File: config.mk
export PLATFORM = sky130hd
export DESIGN_NAME = fetch_unit_flat
export DESIGN_NICKNAME = d
export VERILOG_FILES = /design/src/rtl/fetch_unit_if.sv /design/src/rtl/fetch_unit.sv /design/src/flat_wrapper.sv
export SDC_FILE = /design/constraint.sdc
export NUM_CORES = 1
export LEC_CHECK = 0
export BUFFER_PORTS_ARGS = -buffer_cell sky130_fd_sc_hd__buf_2
export CORE_MARGIN = 8
export CORE_UTILIZATION = 49
export DETAILED_ROUTE_END_ITERATION = 12
export GPL_ROUTABILITY_DRIVEN = 0
export PLACE_DENSITY = 0.92
export SYNTH_ARGS = -nofsm -noshare
export SYNTH_HDL_FRONTEND = slang
export SYNTH_SLANG_ARGS = --single-unit
export TNS_END_PERCENT = 10
File: constraint.sdc
create_clock -name clk -period 3.6 [get_ports clk]
set_clock_uncertainty 0.05 [all_clocks]
set_input_delay 0.72 -clock clk [delete_from_list [all_inputs] [get_ports clk]]
set_output_delay 0.72 -clock clk [all_outputs]
set_load 0.01 [all_outputs]
File: src/rtl/fetch_unit_if.sv
// ROM read bus between the fetch unit (master) and instruction ROM (slave).
// rom_req/rom_addr are held by the master until the slave strobes rom_valid.
interface fetch_unit_if #(
   parameter int ADDR_WIDTH = 8,
   parameter int DATA_WIDTH = 16
);
   logic                  rom_req;
   logic [ADDR_WIDTH-1:0] rom_addr;
   logic [DATA_WIDTH-1:0] rom_rdata;
   logic                  rom_valid;

   modport master (output rom_req, rom_addr, input rom_rdata, rom_valid);
   modport slave  (input rom_req, rom_addr, output rom_rdata, rom_valid);
endinterface

File: src/rtl/fetch_unit.sv
// Instruction fetch stage: PC, ROM request handshake, IR latch, PC redirects.
// Optional wait-cycle watchdog is compiled in with FETCH_TIMEOUT_EN.
module fetch_unit #(
   parameter int                    INSTRUCTION_WIDTH = 16,
   parameter int                    ADDR_WIDTH        = 8,
   parameter logic [ADDR_WIDTH-1:0] RESET_PC          = '0,
   parameter int                    TIMEOUT_CYCLES    = 15
) (
   input  logic                         clk,
   input  logic                         reset,
   input  logic                         fetch_req,
   input  logic                         pc_load,
   input  logic [ADDR_WIDTH-1:0]        pc_target,
   fetch_unit_if.master                 rom,
   output logic [INSTRUCTION_WIDTH-1:0] instruct,
   output logic                         fetch_done,
   output logic                         busy,
   output logic [ADDR_WIDTH-1:0]        pc,
   output logic [ADDR_WIDTH-1:0]        pc_plus1,
   output logic                         fetch_err
);
   typedef enum logic {IDLE, WAIT} state_t;

   state_t                       state, state_nx;
   logic [ADDR_WIDTH-1:0]        pc_q, pc_nx, pend_pc;
   logic                         pend_vld;
   logic [INSTRUCTION_WIDTH-1:0] ir;
   logic                         done_q, err_q;
   logic                         timeout, finish;

`ifdef FETCH_TIMEOUT_EN
   localparam int CW = $clog2(TIMEOUT_CYCLES + 1);
   logic [CW-1:0] wait_cnt;

   // Counter rests at zero outside WAIT, so it starts clean on every fetch.
   always_ff @(posedge clk) begin
      if (reset || state != WAIT) wait_cnt <= '0;
      else if (!rom.rom_valid)    wait_cnt <= wait_cnt + 1'b1;
   end

   assign timeout = (state == WAIT) && !rom.rom_valid &&
                    (wait_cnt == CW'(TIMEOUT_CYCLES - 1));
`else
   logic unused_timeout;
   assign unused_timeout = (TIMEOUT_CYCLES != 0);
   assign timeout        = 1'b0;
`endif

   assign finish = (state == WAIT) && (rom.rom_valid || timeout);

   always_comb begin
      state_nx = state;
      pc_nx    = pc_q;
      case (state)
         IDLE: begin
            if (pc_load)   pc_nx    = pc_target;
            if (fetch_req) state_nx = WAIT;
         end
         WAIT: begin
            if (finish) begin
               state_nx = IDLE;
               // A redirect always beats the sequential increment; a timeout keeps PC.
               if (pc_load)            pc_nx = pc_target;
               else if (pend_vld)      pc_nx = pend_pc;
               else if (rom.rom_valid) pc_nx = pc_q + 1'b1;
            end
         end
         default: state_nx = IDLE;
      endcase
   end

   always_ff @(posedge clk) begin
      if (reset) begin
         state    <= IDLE;
         pc_q     <= RESET_PC;
         ir       <= '0;
         pend_vld <= 1'b0;
         pend_pc  <= '0;
         done_q   <= 1'b0;
         err_q    <= 1'b0;
      end else begin
         state  <= state_nx;
         pc_q   <= pc_nx;
         done_q <= finish;
         err_q  <= timeout;
         if (state == WAIT && rom.rom_valid) ir <= rom.rom_rdata;
         else if (timeout)                   ir <= '0;
         if (finish) begin
            pend_vld <= 1'b0;
         end else if (state == WAIT && pc_load) begin
            pend_vld <= 1'b1;
            pend_pc  <= pc_target;
         end
      end
   end

   assign rom.rom_req  = (state == WAIT);
   assign rom.rom_addr = pc_q;
   assign instruct     = ir;
   assign fetch_done   = done_q;
   assign busy         = (state == WAIT);
   assign pc           = pc_q;
   assign pc_plus1     = pc_q + 1'b1;
   assign fetch_err    = err_q;
endmodule

File: src/flat_wrapper.sv
// flat-port wrapper written by rule: the top's interface ports become plain ports
module fetch_unit_flat 
#(
   parameter int                    INSTRUCTION_WIDTH = 16,
   parameter int                    ADDR_WIDTH        = 8,
   parameter logic [ADDR_WIDTH-1:0] RESET_PC          = '0,
   parameter int                    TIMEOUT_CYCLES    = 15
)
  (clk, reset, fetch_req, pc_load, pc_target, instruct, fetch_done, busy, pc, pc_plus1, fetch_err, rom_rom_req, rom_rom_addr, rom_rom_rdata, rom_rom_valid);
  fetch_unit_if #(.ADDR_WIDTH(ADDR_WIDTH), .DATA_WIDTH(16)) rom_i ();
  input  logic clk;
  input  logic reset;
  input  logic fetch_req;
  input  logic pc_load;
  input  logic [ADDR_WIDTH-1:0] pc_target;
  output logic [INSTRUCTION_WIDTH-1:0] instruct;
  output logic fetch_done;
  output logic busy;
  output logic [ADDR_WIDTH-1:0] pc;
  output logic [ADDR_WIDTH-1:0] pc_plus1;
  output logic fetch_err;
  output wire logic [$bits(rom_i.rom_req)-1:0] rom_rom_req;
  output wire logic [$bits(rom_i.rom_addr)-1:0] rom_rom_addr;
  input wire logic [$bits(rom_i.rom_rdata)-1:0] rom_rom_rdata;
  input wire logic [$bits(rom_i.rom_valid)-1:0] rom_rom_valid;
  assign rom_rom_req = rom_i.rom_req;
  assign rom_rom_addr = rom_i.rom_addr;
  assign rom_i.rom_rdata = rom_rom_rdata;
  assign rom_i.rom_valid = rom_rom_valid;
  fetch_unit #(.INSTRUCTION_WIDTH(INSTRUCTION_WIDTH), .ADDR_WIDTH(ADDR_WIDTH), .RESET_PC(RESET_PC), .TIMEOUT_CYCLES(TIMEOUT_CYCLES)) u_core (.clk(clk), .reset(reset), .fetch_req(fetch_req), .pc_load(pc_load), .pc_target(pc_target), .rom(rom_i), .instruct(instruct), .fetch_done(fetch_done), .busy(busy), .pc(pc), .pc_plus1(pc_plus1), .fetch_err(fetch_err));
endmodule
Word-level counts from Yosys, hierarchy flattened. Index checks and enable logic that the tools add are counted.

Logic and storage cells: 26. Register bits after elaboration: 35. Bits of input ports: 29.

Mux-type cells: 9. Reduce and logical (&&, ||, !) cells: 5. Equality and inequality tests: 3. Add/subtract/negate cells: 1. Bitwise gates (word level): 2.

Operator list (number): $mux 8 (5); $pmux 8 s2 (1); $add 8x1->8 const B (1); $ne 2x2->1 const B (2); $ne 4x4->1 const B (1); $reduce_and 3->1 (1); $logic_and 1x1->1 (2); $mux 1 (2); $not 1->1 (2); $pmux 1 s2 (1); $reduce_and 2->1 (1); $reduce_or 2->1 (1).

Longest topological paths before layout. Gate-level depths: netlist (run 1).

Depth after elaboration: 6. Mapped depth: 6.

Worst setup path after synthesis (run 1). Ideal clock, no wire load.

Path kind: reg2out. From: register u_core.pc_q[2], in the netlist u_core.pc[2]. To: output pc_plus1[5]. Stages on the path, launching flop included: 5. Required time: 2.830 ns. Path slack: 1.707 ns. Arrival: 1.123 ns. Cells stage by stage: dfxtp_1 -> and3_1 -> buf_6 -> nand3_1 -> xnor2_1.

Word-level cells in the longest chain between the ends: 1.

RTL lines: from (decl) (line fetch_unit.sv:25) `logic [ADDR_WIDTH-1:0] pc_q, pc_nx, pend_pc;`; from (signal assigned) (line fetch_unit.sv:83) `pc_q <= pc_nx;`; $add 8x1->8 (line fetch_unit.sv:103) `assign pc_plus1 = pc_q + 1'b1;`; to (decl) (line flat_wrapper.sv:20) `output logic [ADDR_WIDTH-1:0] pc_plus1;`.

Every way passes these cells.

Worst setup path after layout (run 1).
From: register u_core.pc_q[2], in the netlist u_core.pc[2]. To: output pc_plus1[7].

Same word-level chain as after synthesis.

==> impl_metrics.yaml, run 1 <==
status:
  outcome: "finished, final reports clean"
floorplanning:
  die_w_um: 72.9
  io_pins: 73
  coreArea_um2: 3080
  die-area_um2: 5310
  initial_utilization: 0.515
  rows: 20
  die_h_um: 72.9
yosys:
  synth_compound_area_frac: 0.203
  ys_seq_elements: 35
  synthAdderAreaFrac: 0.00789
  synth_area_per_cell_um2: 9.62
  syn-cell-area_um2: 1590
  synth_xor_area_frac: 0.0331
  synth_warnings: 0
  synth_top_family_by_area: "compound AO/OA/AOI/OAI gates"
  yosysSeqAreaShare: 0.442
  muxShareOfSynthArea: 0.0607
  syn_inst: 165
  synth_nets: 195
  ys_types: 43
  synth-simple-area-share: 0.151
route:
  viasPerCell: 5.14
  vias: 1368
  drc: 0
  dr.pass1.iters: 4
  wl_per_cell_um: 14.4
  dr.first_iter.drc_count: 54
  drtAntennaViolNets: 0
  postRouteWirelength_um: 3820
power_and_ir_drop:
  power.internal_w: 0.000548
  p_total_w: 0.000778
  p_switching_w: 0.000230
  seqPwrFrac: 0.554
  pwr-share-clk: 0.261
  p_leak_nw: 0.961
  pwr-share-comb: 0.185
  power_density_nw_per_um2: 407
  switching_share: 0.295
  ir_worst_vdd_mv: 0.315
timing:
  drv_slew: 0
  finalCriticalPeriod_ns: 2.36
  worst_pin_slew_ns: 1.02
  hold_viol: 0
  relSlewSlack: 0.315
  rsz0062_at_grt: "false"
  finalSetupViolCount: 0
  fmax_ghz: 0.424
  fin_setup_tns_ns: 0
  min_period_over_period: 0.655
clock_network:
  cts_tree: "built"
  cts_made_buffers: 5
  cts.sink_count: 35
  post-cts-setup-buffers: 0
  postCtsHoldBufs: 0
  cts.htree.levels: 2
  clk_path_buf_depth: 2
  clkSlewWorstSetupHoldPaths_ns: 0.11
  clk_latency_ns: 0.32
  cts_resized: 0
  root_buffer: "clkbuf_4"
layout:
  drive_gt1_frac: 0.383
  mostFrequentLayoutCell: "buf_2"
  final_cell_mix: "buf_2, dfxtp_1, nor2_1"
  fin_util: 0.621
  stdcell_count: 266
  antenna_cells: 0
  nets: 251
  syn2layout_area_growth_pct: 20.4
global_routing:
  grt_usage: 0.142
  grt_pass1_vias: 1289
  grt_pass1_wl_um: 6060
  grt_max_degree: 21
  antenna_found_initial: 0
  overflow: 0
critical_path:
  crit_required_ns: 2.83
  path_max_fanout: 7
  crit_type: "flip-flop to primary output"
  cp-start-kind: "flip-flop"
  crit_path_end_kind: "primary output"
  arrival_ns: 1.59
place:
  place_hpwl_um: 2930
  place_inst: 258
  port_buffers: 71
min_path:
  min_path_type: "flip-flop to flip-flop"
job:
  cap_violations: 0
## metrics by stage
stage | hold slack (ns) | setup slack (ns) | area (um2)
after global routing | 0.460 | 1.04 | 1910
after detailed placement | 0.410 | 1.45 | 1850
after CTS | 0.439 | 1.24 | 1910
after floorplan | 0.404 | 1.71 | 1590
after global placement | 0.408 | 1.53 | 1850
final | 0.433 | 1.24 | 1910
## flip-flops by register name, indices dropped and copies added (netlist names)
signal	flops
u_core.instruct	16
u_core.pend_pc	8
u_core.pend_vld	1
u_core.fetch_done	1
u_core.pc	8
u_core.busy	1
## synth_stat cells, drive strengths merged
master  count  area share
a22oi       2      0.0095
mux2i       7       0.044
a32o        1      0.0063
o21ai       4       0.013
and2b       1      0.0047
nor3b       1      0.0047
inv         4      0.0095
a22o       17       0.094
mux2        2       0.017
a21oi       3       0.012
a211oi      4       0.019
ha          1      0.0079
xor2        3       0.017
or4b        1      0.0063
xnor2       3       0.017
nand2       7       0.017
o21a        1      0.0047
conb        1      0.0024
nor4        1      0.0039
o32a        1      0.0063
and3        3       0.015
nor3        2      0.0095
o211a       1      0.0063
dfxtp      35        0.44
buf        18       0.080
nor2       18       0.043
o211ai      2      0.0095
nand3       5       0.016
nand3b      1      0.0047
nor2b       4       0.016
nand2b      2      0.0079
clkbuf      4       0.010
or2         1      0.0039
a311oi      3       0.017
a311o       1      0.0063
## power by group through the flow
stage	logic, W	registers, W	clock network, W
after detailed placement	0.000145	0.000439	0
after floorplan	0.0000948	0.000441	0
after global placement	0.000142	0.000439	0
after CTS	0.000146	0.000431	0.000205
final	0.000144	0.000431	0.000203
after global routing	0.000158	0.000435	0.000226
## metal layers
| layer | vias up | GRT usage | wire [um] |
|---|---|---|---|
| met1 | 621 | 0.170 | 1590 |
| met5 | - | 0 | 0 |
| met3 | 4 | 0.0495 | 281 |
| met4 | 0 | 0.0333 | 23 |
| li1 | 689 | - | - |
| met2 | 54 | 0.237 | 1930 |
## path summary, 6_finish.rpt
check	from	end	slack, ns	depth (start not counted)
max	u_core.pc[2]	pc_plus1[7]	1.24	5
min	u_core.instruct[5]	u_core.instruct[5]	0.43	1
max reg2reg	u_core.busy	u_core.instruct[11]	1.73	3
min reg2reg	u_core.instruct[5]	u_core.instruct[5]	0.43	1
## critical path, stage by stage (launching register included)
cell     delay (ns)
dfxtp_1        0.46
and3_1         0.30
nand3_1        0.12
xor2_1         0.20
inv_1          0.05
buf_2          0.14
## cell type report
type                       count  area, um2
multi-input combinational    104        727
clock inverter                 3       20.0
tap                           44       55.1
fill                         273       1170
timing repair buffer          71        355
inverter                       4       15.0
sequential                    35        701
clock buffer                   5       37.5
## logic make-up (layout without fill, tap and decap cells)
group,count (synthesis),count (layout)
buffers and inverters,26,83
AOI/OAI and AO/OA,40,40
other,1,1
DFF,35,35
and+or+nand+nor,47,47
adders and majority gates,1,1
muxes,9,9
xor gates and xnor gates,6,6
Power figures use the tool's default switching activity.
==> run 2, diff against run 1 <==
- CORE_UTILIZATION: 49 -> 46
- PLACE_DENSITY: 0.92 -> 0.88
- clock period: 3.6 -> 2.31 ns (I/O delays scaled with it)
==> run 2 against run 1 <==
Compared with the run above:
- worst hold slack lost 0.18 ns
- critical path depth is the same
- final cell count grew 1.1%
- non-clock buffer count grew 1
- global-route usage grew 0.43 points
- critical endpoint unchanged
- largest cell class unchanged
==> impl_metrics.yaml, run 2 (same netlist as run 1, synthesis figures left out) <==
status:
  outcome: "finished, final reports clean"
layout:
  nFillCells: 328
  largest_reg_flops: 16
  antenna_cells: 0
  fin_util: 0.576
  drive_gt1_frac: 0.386
  stdcell_count: 269
  syn2layout_area_growth_pct: 21.1
  nets: 252
  mostFrequentLayoutCell: "buf_2"
  final_cell_mix: "buf_2, dfxtp_1, nor2_1"
floorplanning:
  die_h_um: 74.7
  die_w_um: 74.7
  initial_utilization: 0.475
  io_pins: 73
  rows: 21
  die-area_um2: 5580
  coreArea_um2: 3340
clock_network:
  clk_path_buf_depth: 2
  cts_made_buffers: 5
  clk_latency_ns: 0.35
  cts_resized: 0
  cts.sink_count: 35
  clkSlewWorstSetupHoldPaths_ns: 0.11
  post-cts-setup-buffers: 0
  postCtsHoldBufs: 0
  cts_tree: "built"
  cts.htree.levels: 2
  root_buffer: "clkbuf_4"
route:
  dr.first_iter.drc_count: 74
  dr.pass1.iters: 4
  viasPerCell: 5.22
  wl_per_cell_um: 14.6
  vias: 1404
  drc: 0
  drtAntennaViolNets: 0
  postRouteWirelength_um: 3920
critical_path:
  arrival_ns: 1.64
  path_max_fanout: 7
  crit_path_end_kind: "primary output"
  path_cells: "and3_1 > nand3_1 > xor2_1 > inv_1 > buf_2"
  crit_end: "pc_plus1[7]"
  slowest_delay_ns: 0.46
  r2r-start: "u_core.busy"
  crit_type: "flip-flop to primary output"
  worst_r2r_endpoint: "u_core.instruct[2]"
  r2r_setup_slack_ns: 0.50
  r2r_cells: 3
  cp_slowest_cell: "dfxtp_1"
  critPathLaunch: "u_core.pc[0]"
  crit_required_ns: 1.80
  cp-start-kind: "flip-flop"
place:
  place_inst: 261
  port_buffers: 71
  place_hpwl_um: 2990
timing:
  finalCriticalPeriod_ns: 2.15
  fin_setup_tns_ns: 0
  drv_slew: 0
  relSlewSlack: 0.337
  rsz0062_at_grt: "false"
  fmax_ghz: 0.466
  finalSetupViolCount: 0
  hold_viol: 0
  min_period_over_period: 0.930
  worst_pin_slew_ns: 0.991
  holdWs_ns: 0.256
min_path:
  min_path_type: "primary input to flip-flop"
  whs_path_depth: 2
global_routing:
  grt_pass1_vias: 1442
  grt_pass1_wl_um: 6350
  grt_max_degree: 21
  grt_usage: 0.146
  overflow: 0
  antenna_found_initial: 0
power_and_ir_drop:
  ir_worst_vdd_mv: 0.415
  p_total_w: 0.00123
  p_leak_nw: 0.966
  power_density_nw_per_um2: 641
job:
  cap_violations: 0
==> run 2: changes by cell type in the layout (fill, tap and decap cells not counted), sizes merged <==
cell	delta
buf	+1
==> run 2: layout make-up <==
cell class                      count  area [um2]  area share
Tap cell                           46        57.6      0.0300
Clock buffer                        5        37.5      0.0195
Sequential cell                    35         701       0.365
Multi-Input combinational cell    104         727       0.379
Clock inverter                      3        20.0      0.0104
Inverter                            4        15.0     0.00782
Timing Repair Buffer               72         363       0.189
==> run 2: worst min path at each step <==
stage / startpoint / end / slack, ns
2_1_floorplan: u_core.pend_pc[2] / u_core.pend_pc[2] / 0.40
3_3_place_gp: u_core.instruct[4] / u_core.instruct[4] / 0.41
3_5_place_dp: u_core.instruct[13] / u_core.instruct[13] / 0.41
4_1_cts: fetch_req / u_core.busy / 0.24
5_1_grt: fetch_req / u_core.busy / 0.23
6_report: fetch_req / u_core.busy / 0.26
==> run 2: worst max-delay path: cells and delay by family, from the launching register on <==
kind / cells / cell delay (ns)
and+or+nand+nor: 2 / 0.45
DFF: 1 / 0.46
buffers and inverters: 2 / 0.19
xor gates and xnor gates: 1 / 0.20
==> run 2: per-stage QoR <==
step                instance area, um2  setup slack, ns
finish                            1920            0.162
detailed placement                1860            0.423
floorplan                         1590            0.675
CTS                               1920            0.133
global placement                  1860            0.464
global route                      1920          0.00964
==> run 2: where the power goes <==
group          total, W  switching, W  internal (W)
clock          0.000333      0.000217      0.000116
combinational  0.000227      0.000121      0.000105
sequential     0.000670     0.0000355      0.000635
==> run 2: metal layers <==
metal / GRT usage / part of all wire
met2: 0.226 / 0.44
met4: 0.0761 / 0.014
met5: 0 / 0
met3: 0.0679 / 0.12
met1: 0.165 / 0.42
==> run 3, diff against run 2 <==
- CORE_ASPECT_RATIO: not set -> 1.1
- CORE_UTILIZATION: 46 -> 40
- PLACE_DENSITY: 0.88 -> 0.79
==> run 3 against run 2 <==
Compared with the run above:
- sequential cell count stayed put
- clock-buffer cell count is 1 higher
- sequential share of layout area fell by 0.28 points
- largest power group unchanged
==> impl_metrics.yaml, run 3 (same netlist as run 1, synthesis figures left out) <==
floorplanning:
  initial_utilization: 0.410
  rows: 24
  coreArea_um2: 3870
  die_w_um: 76.0
  die-area_um2: 6240
  io_pins: 73
  die_h_um: 82.1
power_and_ir_drop:
  switching_share: 0.269
  power.internal_w: 0.000940
  p_switching_w: 0.000345
  p_leak_nw: 0.971
  power_density_nw_per_um2: 664
  p_total_w: 0.00128
  pwr-share-clk: 0.305
  pwr-share-comb: 0.173
  ir_worst_vdd_mv: 0.415
  seqPwrFrac: 0.521
clock_network:
  cts.sink_count: 35
  clkSlewWorstSetupHoldPaths_ns: 0.07
  postCtsHoldBufs: 0
  cts_tree: "built"
  post-cts-setup-buffers: 0
  cts_resized: 0
  root_buffer: "clkbuf_8"
  cts_made_buffers: 5
  clk_latency_ns: 0.28
  cts.htree.levels: 2
  clk_path_buf_depth: 2
critical_path:
  crit_type: "flip-flop to primary output"
  r2r_setup_slack_ns: 0.49
  slowest_delay_ns: 0.43
  critPathLaunch: "u_core.pc[0]"
  cp_slowest_cell: "dfxtp_1"
  worst_r2r_endpoint: "u_core.instruct[11]"
  arrival_ns: 1.51
  crit_path_end_kind: "primary output"
  path_cells: "and3_1 > nand3_1 > xnor2_1 > buf_2"
  r2r-start: "u_core.busy"
  cp-start-kind: "flip-flop"
  path_max_fanout: 7
  crit_required_ns: 1.80
  r2r_cells: 3
global_routing:
  grt_pass1_vias: 1387
  antenna_found_initial: 1
  met1_usage: 0.126
  grt_pass1_wl_um: 6130
  grt_max_degree: 21
  met2_usage: 0.198
  grt_usage: 0.120
  busiest_layer: "met2"
  overflow: 0
  use_met3: 0.0646
route:
  drc: 0
  vias: 1350
  postRouteWirelength_um: 3710
  dr.pass1.iters: 4
  drtAntennaViolNets: 0
  viasPerCell: 4.96
  wl_per_cell_um: 13.6
  dr.first_iter.drc_count: 32
status:
  outcome: "finished, final reports clean"
place:
  place_hpwl_um: 2850
  port_buffers: 71
timing:
  finalSetupViolCount: 0
  fmax_ghz: 0.495
  drv_slew: 0
  hold_viol: 0
  fin_setup_tns_ns: 0
  finalCriticalPeriod_ns: 2.02
  worst_pin_slew_ns: 1.02
  min_period_over_period: 0.874
  rsz0062_at_grt: "false"
  relSlewSlack: 0.316
min_path:
  whs_path_depth: 2
  min_path_type: "primary input to flip-flop"
  hold_start: "fetch_req"
  holdPathEnd: "u_core.busy"
job:
  cap_violations: 0
layout:
  mostFrequentLayoutCell: "buf_2"
  antenna_cells: 0
  syn2layout_area_growth_pct: 22.0
  final_cell_mix: "buf_2, dfxtp_1, nor2_1"
  drive_gt1_frac: 0.373
  largest_reg_flops: 16
  nFillCells: 382
  nets: 251
## run 3: changes by cell type in the layout (fill, tap and decap cells not counted)
cell,delta
buf_4,-1
clkbuf_1,+1
clkbuf_4,-5
clkbuf_8,+5
clkinv_2,-1
clkinvlp_4,-2
## run 3: layout make-up
cell class	count	area, um2	area share
sequential	35	701	0.362
tap	52	65.1	0.0336
clock buffer	6	72.6	0.0375
timing repair buffer	71	355	0.184
inverter	4	15.0	0.00776
multi-input combinational	104	727	0.376
## run 3: routing by layer
metal	share of wire	wire, um	up-vias
met5	0.0022	8	-
met4	0.016	59	2
met3	0.10	385	8
met2	0.44	1640	59
met1	0.44	1620	596
li1	-	-	685
## run 3: power by group through the flow
stage | Combinational (W) | Clock, W | Sequential [W]
after floorplan | 0.000148 | 0 | 0.000687
after global placement | 0.000224 | 0 | 0.000683
after detailed placement | 0.000226 | 0 | 0.000683
after CTS | 0.000226 | 0.000405 | 0.000670
after global routing | 0.000249 | 0.000432 | 0.000675
final | 0.000222 | 0.000392 | 0.000670
## run 3: through the flow
stage / utilization / cell area, um2 / hold WS (ns) / cells / worst slack (ns)
after floorplan: - / 1590 / 0.404 / 165 / 0.675
after global placement: 0.481 / 1860 / 0.409 / 266 / 0.428
after detailed placement: 0.481 / 1860 / 0.411 / 266 / 0.404
after CTS: 0.500 / 1940 / 0.317 / 272 / 0.231
after global routing: 0.500 / 1940 / 0.319 / 272 / 0.123
final: 0.500 / 1940 / 0.325 / 272 / 0.292
## run 3: worst max-delay path: cells and delay by family, from the launching register on
family,cells,cell delay (ns)
flops,1,0.43
xor+xnor,1,0.20
buf+inv,1,0.17
simple gates,2,0.43
## run 3: worst max-delay path by stage
stage / slack (ns) / end / cells past startpoint
finish: 0.29 / pc_plus1[5] / 4
global route: 0.12 / pc_plus1[5] / 4
CTS: 0.23 / pc_plus1[5] / 4
detailed placement: 0.40 / u_core.instruct[11] / 4
global placement: 0.43 / u_core.instruct[14] / 4
floorplan: 0.67 / pc_plus1[5] / 4
